## config.mk

```make
export PLATFORM = sky130hd
export DESIGN_NAME = safe_wrapper_csr
export DESIGN_NICKNAME = d
export VERILOG_FILES = /design/src/rtl/safe_wrapper_csr.sv
export SDC_FILE = /design/constraint.sdc
export NUM_CORES = 1
export LEC_CHECK = 0
export ABC_AREA = 1
export CORE_UTILIZATION = 36
export CTS_CLUSTER_DIAMETER = 150
export DETAILED_ROUTE_END_ITERATION = 10
export GPL_TIMING_DRIVEN = 0
export HOLD_SLACK_MARGIN = 0.1
export PLACE_DENSITY = 0.9
export RECOVER_POWER = 100
export REMOVE_ABC_BUFFERS = 1
export SLEW_MARGIN = 25
export SYNTH_ARGS = -nofsm -noshare
export SYNTH_HDL_FRONTEND = slang
export SYNTH_SLANG_ARGS = --single-unit
```

## constraint.sdc

```tcl
create_clock -name clk_i -period 2 [get_ports clk_i]
set_clock_uncertainty 0.15 [all_clocks]
set_input_delay 0.4 -clock clk_i [delete_from_list [all_inputs] [get_ports clk_i]]
set_output_delay 0.4 -clock clk_i [all_outputs]
set_load 0.01 [all_outputs]
```

## src/rtl/safe_wrapper_csr.sv

```systemverilog
// Safe-CPU mode sequencer: a CSR slave that halts all harts, commits the selected lockstep mode and resumes them.
// Optional WAIT_HALT abort counter is enabled by defining SAFE_CSR_TIMEOUT_EN.
package safe_wrapper_csr_pkg;
    typedef struct packed {
        logic [31:0] addr;
        logic        write;
        logic [31:0] wdata;
        logic [3:0]  wstrb;
        logic        valid;
    } reg_req_t;

    typedef struct packed {
        logic [31:0] rdata;
        logic        error;
        logic        ready;
    } reg_rsp_t;
endpackage

module safe_wrapper_csr #(
    parameter int  NHARTS         = 3,
    parameter int  TIMEOUT_CYCLES = 1024,
    parameter type reg_req_t      = safe_wrapper_csr_pkg::reg_req_t,
    parameter type reg_rsp_t      = safe_wrapper_csr_pkg::reg_rsp_t
) (
    input  logic              clk_i,
    input  logic              rst_i,
    input  reg_req_t          reg_req_i,
    output reg_rsp_t          reg_rsp_o,
    input  logic [NHARTS-1:0] halted_i,
    output logic [NHARTS-1:0] debug_req_o,
    output logic              resume_o,
    output logic [1:0]        active_mode_o,
    output logic              busy_o
);

    typedef enum logic [2:0] {IDLE, HALT_REQ, WAIT_HALT, SWITCH, RESUME} state_t;

    state_t      state_reg, state_next;
    logic [1:0]  mode_reg;
    logic [1:0]  active_mode_reg;
    logic [15:0] switch_cnt_reg;
    logic        done_reg;
    logic        timeout_flag;

    logic [2:0]  idx;
    logic        wr, busy, halt_req, do_switch, do_timeout;
    logic        mode_we, start, clr_done;
    logic        err;
    logic [31:0] rdata, status_word;

    assign idx  = reg_req_i.addr[4:2];
    assign wr   = reg_req_i.valid & reg_req_i.write;
    assign busy = (state_reg != IDLE);

    assign mode_we  = wr && idx == 3'd0 && reg_req_i.wdata[1:0] != 2'd3 && !busy;
    assign start    = wr && idx == 3'd1 && reg_req_i.wdata[0];
    assign clr_done = wr && idx == 3'd2 && reg_req_i.wdata[1];

    // Address bits above the 5-bit window alias; wstrb is not honoured.
    logic unused_bits;
    assign unused_bits = ^{reg_req_i.addr[31:5], reg_req_i.addr[1:0], reg_req_i.wstrb,
                           reg_req_i.wdata[31:2]};

    always_comb begin
        status_word = '0;
        status_word[0] = busy;
        status_word[1] = done_reg;
        status_word[2] = timeout_flag;
        status_word[NHARTS+3:4] = halted_i;
    end

    always_comb begin
        rdata = '0;
        err   = 1'b0;
        case (idx)
            3'd0: begin
                rdata[1:0] = mode_reg;
                err = wr && (reg_req_i.wdata[1:0] == 2'd3 || busy);
            end
            3'd1: ;
            3'd2: rdata = status_word;
            3'd3: begin
                rdata[1:0] = active_mode_reg;
                err = wr;
            end
            3'd4: begin
                rdata[15:0] = switch_cnt_reg;
                err = wr;
            end
            default: err = 1'b1;
        endcase
    end

    assign reg_rsp_o.ready = reg_req_i.valid;
    assign reg_rsp_o.error = reg_req_i.valid & err;
    assign reg_rsp_o.rdata = rdata;

`ifdef SAFE_CSR_TIMEOUT_EN
    localparam int CNT_W = (TIMEOUT_CYCLES > 2) ? $clog2(TIMEOUT_CYCLES) : 1;
    logic [CNT_W-1:0] to_cnt_reg;
    logic             timeout_reg;
    logic             clr_timeout;
    logic             limit_hit;

    assign clr_timeout  = wr && idx == 3'd2 && reg_req_i.wdata[2];
    assign limit_hit    = (to_cnt_reg == CNT_W'(TIMEOUT_CYCLES - 1));
    assign timeout_flag = timeout_reg;

    always_ff @(posedge clk_i) begin
        if (rst_i) begin
            to_cnt_reg  <= '0;
            timeout_reg <= 1'b0;
        end else begin
            if (state_reg == HALT_REQ)
                to_cnt_reg <= '0;
            else if (state_reg == WAIT_HALT)
                to_cnt_reg <= to_cnt_reg + 1'b1;
            timeout_reg <= do_timeout | (timeout_reg & ~clr_timeout);
        end
    end
`else
    assign timeout_flag = 1'b0;
`endif

    always_comb begin
        state_next = state_reg;
        halt_req   = 1'b0;
        resume_o   = 1'b0;
        do_switch  = 1'b0;
        do_timeout = 1'b0;
        case (state_reg)
            IDLE: if (start) state_next = HALT_REQ;
            HALT_REQ: begin
                halt_req   = 1'b1;
                state_next = WAIT_HALT;
            end
            WAIT_HALT: begin
                halt_req = 1'b1;
                // A hart set that halts on the limit cycle still gets its switch.
                if (&halted_i) begin
                    state_next = SWITCH;
                end
`ifdef SAFE_CSR_TIMEOUT_EN
                else if (limit_hit) begin
                    do_timeout = 1'b1;
                    state_next = RESUME;
                end
`endif
            end
            SWITCH: begin
                halt_req   = 1'b1;
                do_switch  = 1'b1;
                state_next = RESUME;
            end
            RESUME: begin
                resume_o   = 1'b1;
                state_next = IDLE;
            end
            default: state_next = IDLE;
        endcase
    end

    always_ff @(posedge clk_i) begin
        if (rst_i) begin
            state_reg       <= IDLE;
            mode_reg        <= 2'd0;
            active_mode_reg <= 2'd0;
            switch_cnt_reg  <= 16'd0;
            done_reg        <= 1'b0;
        end else begin
            state_reg <= state_next;
            if (mode_we)
                mode_reg <= reg_req_i.wdata[1:0];
            if (do_switch) begin
                active_mode_reg <= mode_reg;
                if (switch_cnt_reg != 16'hFFFF)
                    switch_cnt_reg <= switch_cnt_reg + 16'd1;
            end
            done_reg <= do_switch | (done_reg & ~clr_done);
        end
    end

    generate
        for (genvar gi = 0; gi < NHARTS; gi++) begin : g_dbg
            assign debug_req_o[gi] = halt_req;
        end
    endgenerate

    assign active_mode_o = active_mode_reg;
    assign busy_o        = busy;

endmodule

```

==> flow_metrics.py, run 1 <==
metrics = {
    "placed_design": {
        "place.port_buffers": 36,
        "dpl.cell_count": 348,
        "gp_congestion": 0.8720,
        "dpl.hpwl_mm": 2.858,
        "placed_area_sq_mm": 0.001972,
        "post-place-ws_ns": -1.049,
    },
    "critical_path": {
        "cp-start-kind": "primary input",
        "rr_startpoint": "switch_cnt_reg[1]$_SDFFE_PP0P_",
        "crit_top_cell": "buf_4",
        "path_buf_inv": 5,
        "required_ns": 1.45,
        "critPathTopFamily": "buffers and inverters",
        "r2r_cells": 7,
        "worstSetupEndpointType": "output port",
        "critical_path_depth": 7,
        "crit_fanout": 4,
        "cp-startpoint": "reg_req_i[41]",
        "critical_path_class": "in2out",
        "cp_slowest_cell": "a22o_2",
        "slowest_delay_ns": 0.22,
        "crit_chain": "clkbuf_2 -> inv_2 -> nor3_4 -> buf_4 -> buf_4 -> a22o_2 -> clkdlybuf4s15_2",
        "arrival_ns": 1.37,
        "r2r_slack_ns": 0.25,
        "rr_endpoint": "switch_cnt_reg[4]$_SDFFE_PP0P_",
    },
    "sta": {
        "hold_viol": 0,
        "setup_ws_ns": 0.07761,
        "setup_viol": 0,
        "holdWs_ns": 0.3157,
        "tightest_slew_ns": 0.6812,
        "min_period_ns": 1.922,
        "slew_headroom": 0.5454,
        "max_freq_mhz": 520.2,
        "rsz0062_at_grt": "no",
        "fin_crit_sh": 0.9612,
        "fin_tns_setup_ns": 0,
        "slew_violations": 0,
    },
    "job": {
        "cap_viol_max_count": 0,
    },
    "power": {
        "seqPwrFrac": 0.547,
        "switchingPower_mw": 0.2241,
        "irDropWorstVdd_mv": 0.2208,
        "p_leak_nw": 0.9764,
        "power_mw": 0.8794,
        "p_int_mw": 0.6553,
        "swShare": 0.2549,
        "p_comb_frac": 0.122,
        "powerDensity_mw_per_mm2": 424.7,
        "p_clk_frac": 0.331,
    },
    "clock_tree": {
        "root_buffer": "clkbuf_8",
        "cts_tree": "yes",
        "clkSinkCount": 24,
        "cts_buffers": 3,
        "h-tree-depth": 1,
        "cts.clk_slew.worst_paths_ns": 0.08,
        "clk_latency_ns": 0.27,
        "clockBufferDepth": 2,
    },
    "final_layout": {
        "drive_gt1_frac": 0.1307,
        "n_antenna_cell": 0,
        "final_util": 0.4659,
        "fin_cells": 358,
        "fin_area_sq_mm": 0.002071,
        "fin_nets": 384,
        "largest_reg_flops": 16,
        "area_growth_pct": 22.05,
    },
    "yosys": {
        "syn_inst": 271,
        "ys_warn_count": 0,
        "avgSynthCellArea_sq_um": 6.261,
        "ys_types": 27,
        "synth_compound_area_frac": 0.1018,
        "synth_xor_area_frac": 0,
        "synth_top_area_frac": 0.2832,
        "synthMuxAreaShare": 0,
        "ys_seq_area_frac": 0.2832,
        "synthTopCellsByArea": "dfxtp_1 28%, nor2_1 13%, nand2_1 12%",
        "synth_top_cell_by_area": "dfxtp_1",
        "synthSimpleGateAreaFrac": 0.4086,
        "synth-seq-cells": 24,
        "synth_top_family_by_area": "simple AND/OR/NAND/NOR gates",
        "synth_fa_ha_area_frac": 0.007375,
        "synthesis.area_sq_mm": 0.001697,
    },
    "routing": {
        "routed_wl_mm": 4.237,
        "dr_total_vias": 1803,
        "routedWlPerCell_um": 11.84,
        "viasPerCell": 5.036,
        "drcViolationCount": 15,
        "drtIter0Drc": 163,
        "ant_nets": 0,
        "drt_first_pass_iters": 8,
    },
    "floorplan": {
        "core_sq_mm": 0.004444,
        "die_h_um": 70.65,
        "die_area_sq_mm": 0.004991,
        "num_rows": 24,
        "die_w_um": 70.65,
        "io_pins": 116,
        "start_util": 0.3818,
    },
    "run_status": {
        "status": "complete, but fails checks",
        "violations": "design-rule violations",
    },
    "worst_hold_path": {
        "hold_end": "mode_reg[0]$_SDFFE_PP0P_",
        "worstHoldPathType": "in2reg",
        "whs_path_depth": 3,
        "hold_start": "reg_req_i[5]",
    },
    "global_routing": {
        "grt_pass1_wl_mm": 6.955,
        "grt_pass1_vias": 1674,
        "grt_max_degree": 25,
        "grt.overflow.total": 0,
        "antenna_found_initial": 0,
        "globalRouteTotalUtil": 0.1703,
    },
}
==> worst min-delay path: cells and delay by family <==
| family | cells | cell delay [ns] |
|---|---|---|
| buf+inv | 1 | 0.12 |
| simple gates | 1 | 0.08 |
| compound gates | 1 | 0.11 |
==> final cells by class <==
cell class                 instances  area [sq um]
fill                             457          2374
multi-input combinational        202         975.9
tap                               52         65.06
sequential                        24         484.2
clock buffer                       3         41.29
timing repair buffer              43         376.6
inverter                          34         127.6
==> worst max path at each step <==
stage	end	slack, ns
4_1_cts	reg_rsp_o[1]	0.003
2_1_floorplan	reg_rsp_o[1]	0.24
6_report	reg_rsp_o[8]	0.08
5_1_grt	reg_rsp_o[6]	0.008
3_5_place_dp	reg_rsp_o[1]	-1.05
3_3_place_gp	reg_rsp_o[1]	-1.03
==> logic make-up (layout without fill, tap and decap cells) <==
group	after synthesis	count (layout)
simple gates	155	155
fa+ha+maj	1	1
buf+inv	60	80
flops	24	24
other cells	1	16
compound gates	30	30
==> synth_stat cells, drive strengths merged <==
library cell and instances:
ha 1, nand2 54, dfxtp 24, clkbuf 1, a41oi 1, inv 34, nor2 65, nor3 3
a22o 2, a32o 1, conb 1, o2111ai 1, nand3 27, a21oi 16, nor3b 1, and3 1
nand4 4, buf 25, o21ai 8, a31oi 1
==> metal layers <==
metal | track usage | vias up | share of wire
li1 | - | 896 | -
met1 | 0.2158 | 813 | 0.44
met2 | 0.2848 | 85 | 0.48
met3 | 0.02564 | 9 | 0.066
met4 | 0.08222 | 0 | 0.018
met5 | 0 | - | 0
==> cells in the final DEF (no fill, tap or decap), types with 2 or more instances in the layout <==
master	count
buf_2	2
nand2_1	49
conb_1	16
nor2_1	57
nand3_1	26
nor2_4	5
dlygate4sd2_1	17
buf_4	6
o21ai_0	7
nor3_1	2
dfxtp_1	21
clkdlybuf4s15_2	3
dlymetal6s2s_1	4
clkbuf_2	3
nor2_2	3
clkbuf_8	3
clkdlybuf4s50_1	4
a21oi_1	16
inv_2	2
nand4_1	3
inv_1	32
nand2_2	5
dfxtp_2	3
dlygate4sd3_1	2
==> repair_timing <==
| item | 4_1_cts | 5_1_grt |
|---|---|---|
| buffers inserted | 7 | 0 |
| hold buffers | 0 | 0 |
| resized for setup | 60 | 13 |
| endpoints found under the setup margin | 23 | 18 |
| pin swaps | 4 | 3 |
==> power groups by stage <==
| stage | Sequential [mW] | Clock (mW) | Combinational [mW] |
|---|---|---|---|
| 6_report | 0.481 | 0.291 | 0.107 |
| 5_1_grt | 0.481 | 0.306 | 0.118 |
| 4_1_cts | 0.481 | 0.284 | 0.110 |
| 3_5_place_dp | 0.492 | 0 | 0.0988 |
| 3_3_place_gp | 0.492 | 0 | 0.0970 |
| 2_1_floorplan | 0.491 | 0 | 0.0481 |
Note: power is estimated with default switching activity, not from simulation.
==> run 2, diff against run 1 <==
Settings changed: CORE_MARGIN from default to 3.
==> flow_metrics.py, run 2 (synthesis gave the netlist of run 1 again) <==
metrics = {
    "run_status": {
        "status": "completed",
    },
    "placed_design": {
        "gp_congestion": 0.8459,
        "place.port_buffers": 36,
        "placed_area_sq_mm": 0.001972,
        "dpl.hpwl_mm": 3.008,
        "post-place-ws_ns": -1.087,
        "dpl.cell_count": 348,
    },
    "final_layout": {
        "final_util": 0.4778,
        "fin_nets": 385,
        "drive_gt1_frac": 0.1429,
        "layout_commonest_cell": "nor2_1",
        "final_cell_mix": "57 x nor2_1, 48 x nand2_1, 30 x inv_1",
        "largest_reg_flops": 16,
        "fillers": 425,
        "fin_area_sq_mm": 0.002123,
        "area_growth_pct": 25.15,
        "fin_cells": 360,
        "n_antenna_cell": 0,
    },
    "routing": {
        "routedWlPerCell_um": 12.44,
        "viasPerCell": 5.058,
        "routed_wl_mm": 4.478,
        "drt_first_pass_iters": 5,
        "ant_nets": 0,
        "drtIter0Drc": 174,
        "drcViolationCount": 0,
        "dr_total_vias": 1821,
    },
    "sta": {
        "holdWs_ns": 0.3094,
        "hold_viol": 0,
        "max_freq_mhz": 506.4,
        "fin_tns_setup_ns": 0,
        "slew_headroom": 0.5454,
        "rsz0062_at_grt": "no",
        "setup_viol": 0,
        "min_period_ns": 1.975,
        "slew_violations": 0,
        "setup_ws_ns": 0.02533,
        "tightest_slew_ns": 0.6812,
        "fin_crit_sh": 0.9873,
    },
    "critical_path": {
        "required_ns": 1.45,
        "crit_fanout": 5,
        "critical_path_class": "in2out",
        "cp-start-kind": "primary input",
        "worstSetupEndpointType": "output port",
        "arrival_ns": 1.42,
    },
    "clock_tree": {
        "root_buffer": "clkbuf_8",
        "clk_latency_ns": 0.27,
        "clockBufferDepth": 2,
        "cts_buffers": 3,
        "cts.clk_slew.worst_paths_ns": 0.09,
        "cts_tree": "yes",
        "clkSinkCount": 24,
        "h-tree-depth": 1,
    },
    "floorplan": {
        "num_rows": 24,
        "die_h_um": 74.65,
        "die_area_sq_mm": 0.005573,
        "core_sq_mm": 0.004444,
        "io_pins": 116,
        "start_util": 0.3818,
        "die_w_um": 74.65,
    },
    "global_routing": {
        "grt_pass1_vias": 1568,
        "antenna_found_initial": 0,
        "grt_pass1_wl_mm": 7.065,
        "grt_max_degree": 25,
        "grt.overflow.total": 0,
        "globalRouteTotalUtil": 0.1609,
    },
    "power": {
        "powerDensity_mw_per_mm2": 481.6,
        "irDropWorstVdd_mv": 0.2252,
        "p_leak_nw": 0.9998,
        "power_mw": 1.023,
    },
    "job": {
        "cap_viol_max_count": 0,
    },
    "worst_hold_path": {
        "worstHoldPathType": "in2reg",
    },
}
run 2: report_power, final:
group / total [mW] / internal, mW / leakage, nW / switching [mW]
Combinational: 0.114 / 0.0456 / 0.769 / 0.0687
Clock: 0.427 / 0.268 / 0.0357 / 0.160
Sequential: 0.481 / 0.479 / 0.195 / 0.00196
run 2: worst max-delay path, cell delays in order:
cell and delay (ns):
buf_2 0.17, nor2_4 0.05, buf_4 0.14, nand2_4 0.09, inv_2 0.06, o21ai_0 0.22, a31oi_2 0.14, buf_2 0.16
run 2: per-layer routing:
metal | global-route usage | part of all wire | vias to the layer above
li1 | - | - | 894
met1 | 0.2054 | 0.44 | 818
met2 | 0.2693 | 0.46 | 95
met3 | 0.02537 | 0.075 | 14
met4 | 0.06917 | 0.022 | 0
met5 | 0 | 0 | -
run 2: area by class of cell:
class	count	area, sq um	area share
repair buffers	44	386.6	0.1821
clock buffers	3	41.29	0.01945
inverters	34	127.6	0.06011
multi-input cells	202	988.4	0.4655
well taps	52	65.06	0.03064
flip-flops and latches	24	484.2	0.2280
clock inverters	1	30.03	0.01414
run 2: worst paths after layout:
path	from	to	slack [ns]	cells after the start
max reg2reg	switch_cnt_reg[1]$_SDFFE_PP0P_	switch_cnt_reg[15]$_SDFFE_PP0P_	0.19	6
min	reg_req_i[5]	mode_reg[0]$_SDFFE_PP0P_	0.31	3
min reg2reg	done_reg$_SDFF_PP0_	done_reg$_SDFF_PP0_	0.33	2
max	reg_req_i[40]	reg_rsp_o[1]	0.03	8
run 2: timing repair:
item / 4_1_cts / 5_1_grt
cloned: 0 / 0
endpoints found under the setup margin: 23 / 7
buffers inserted: 7 / 1
hold buffers: 0 / 0
gates resized for setup: 54 / 14
pin swaps: 2 / 6
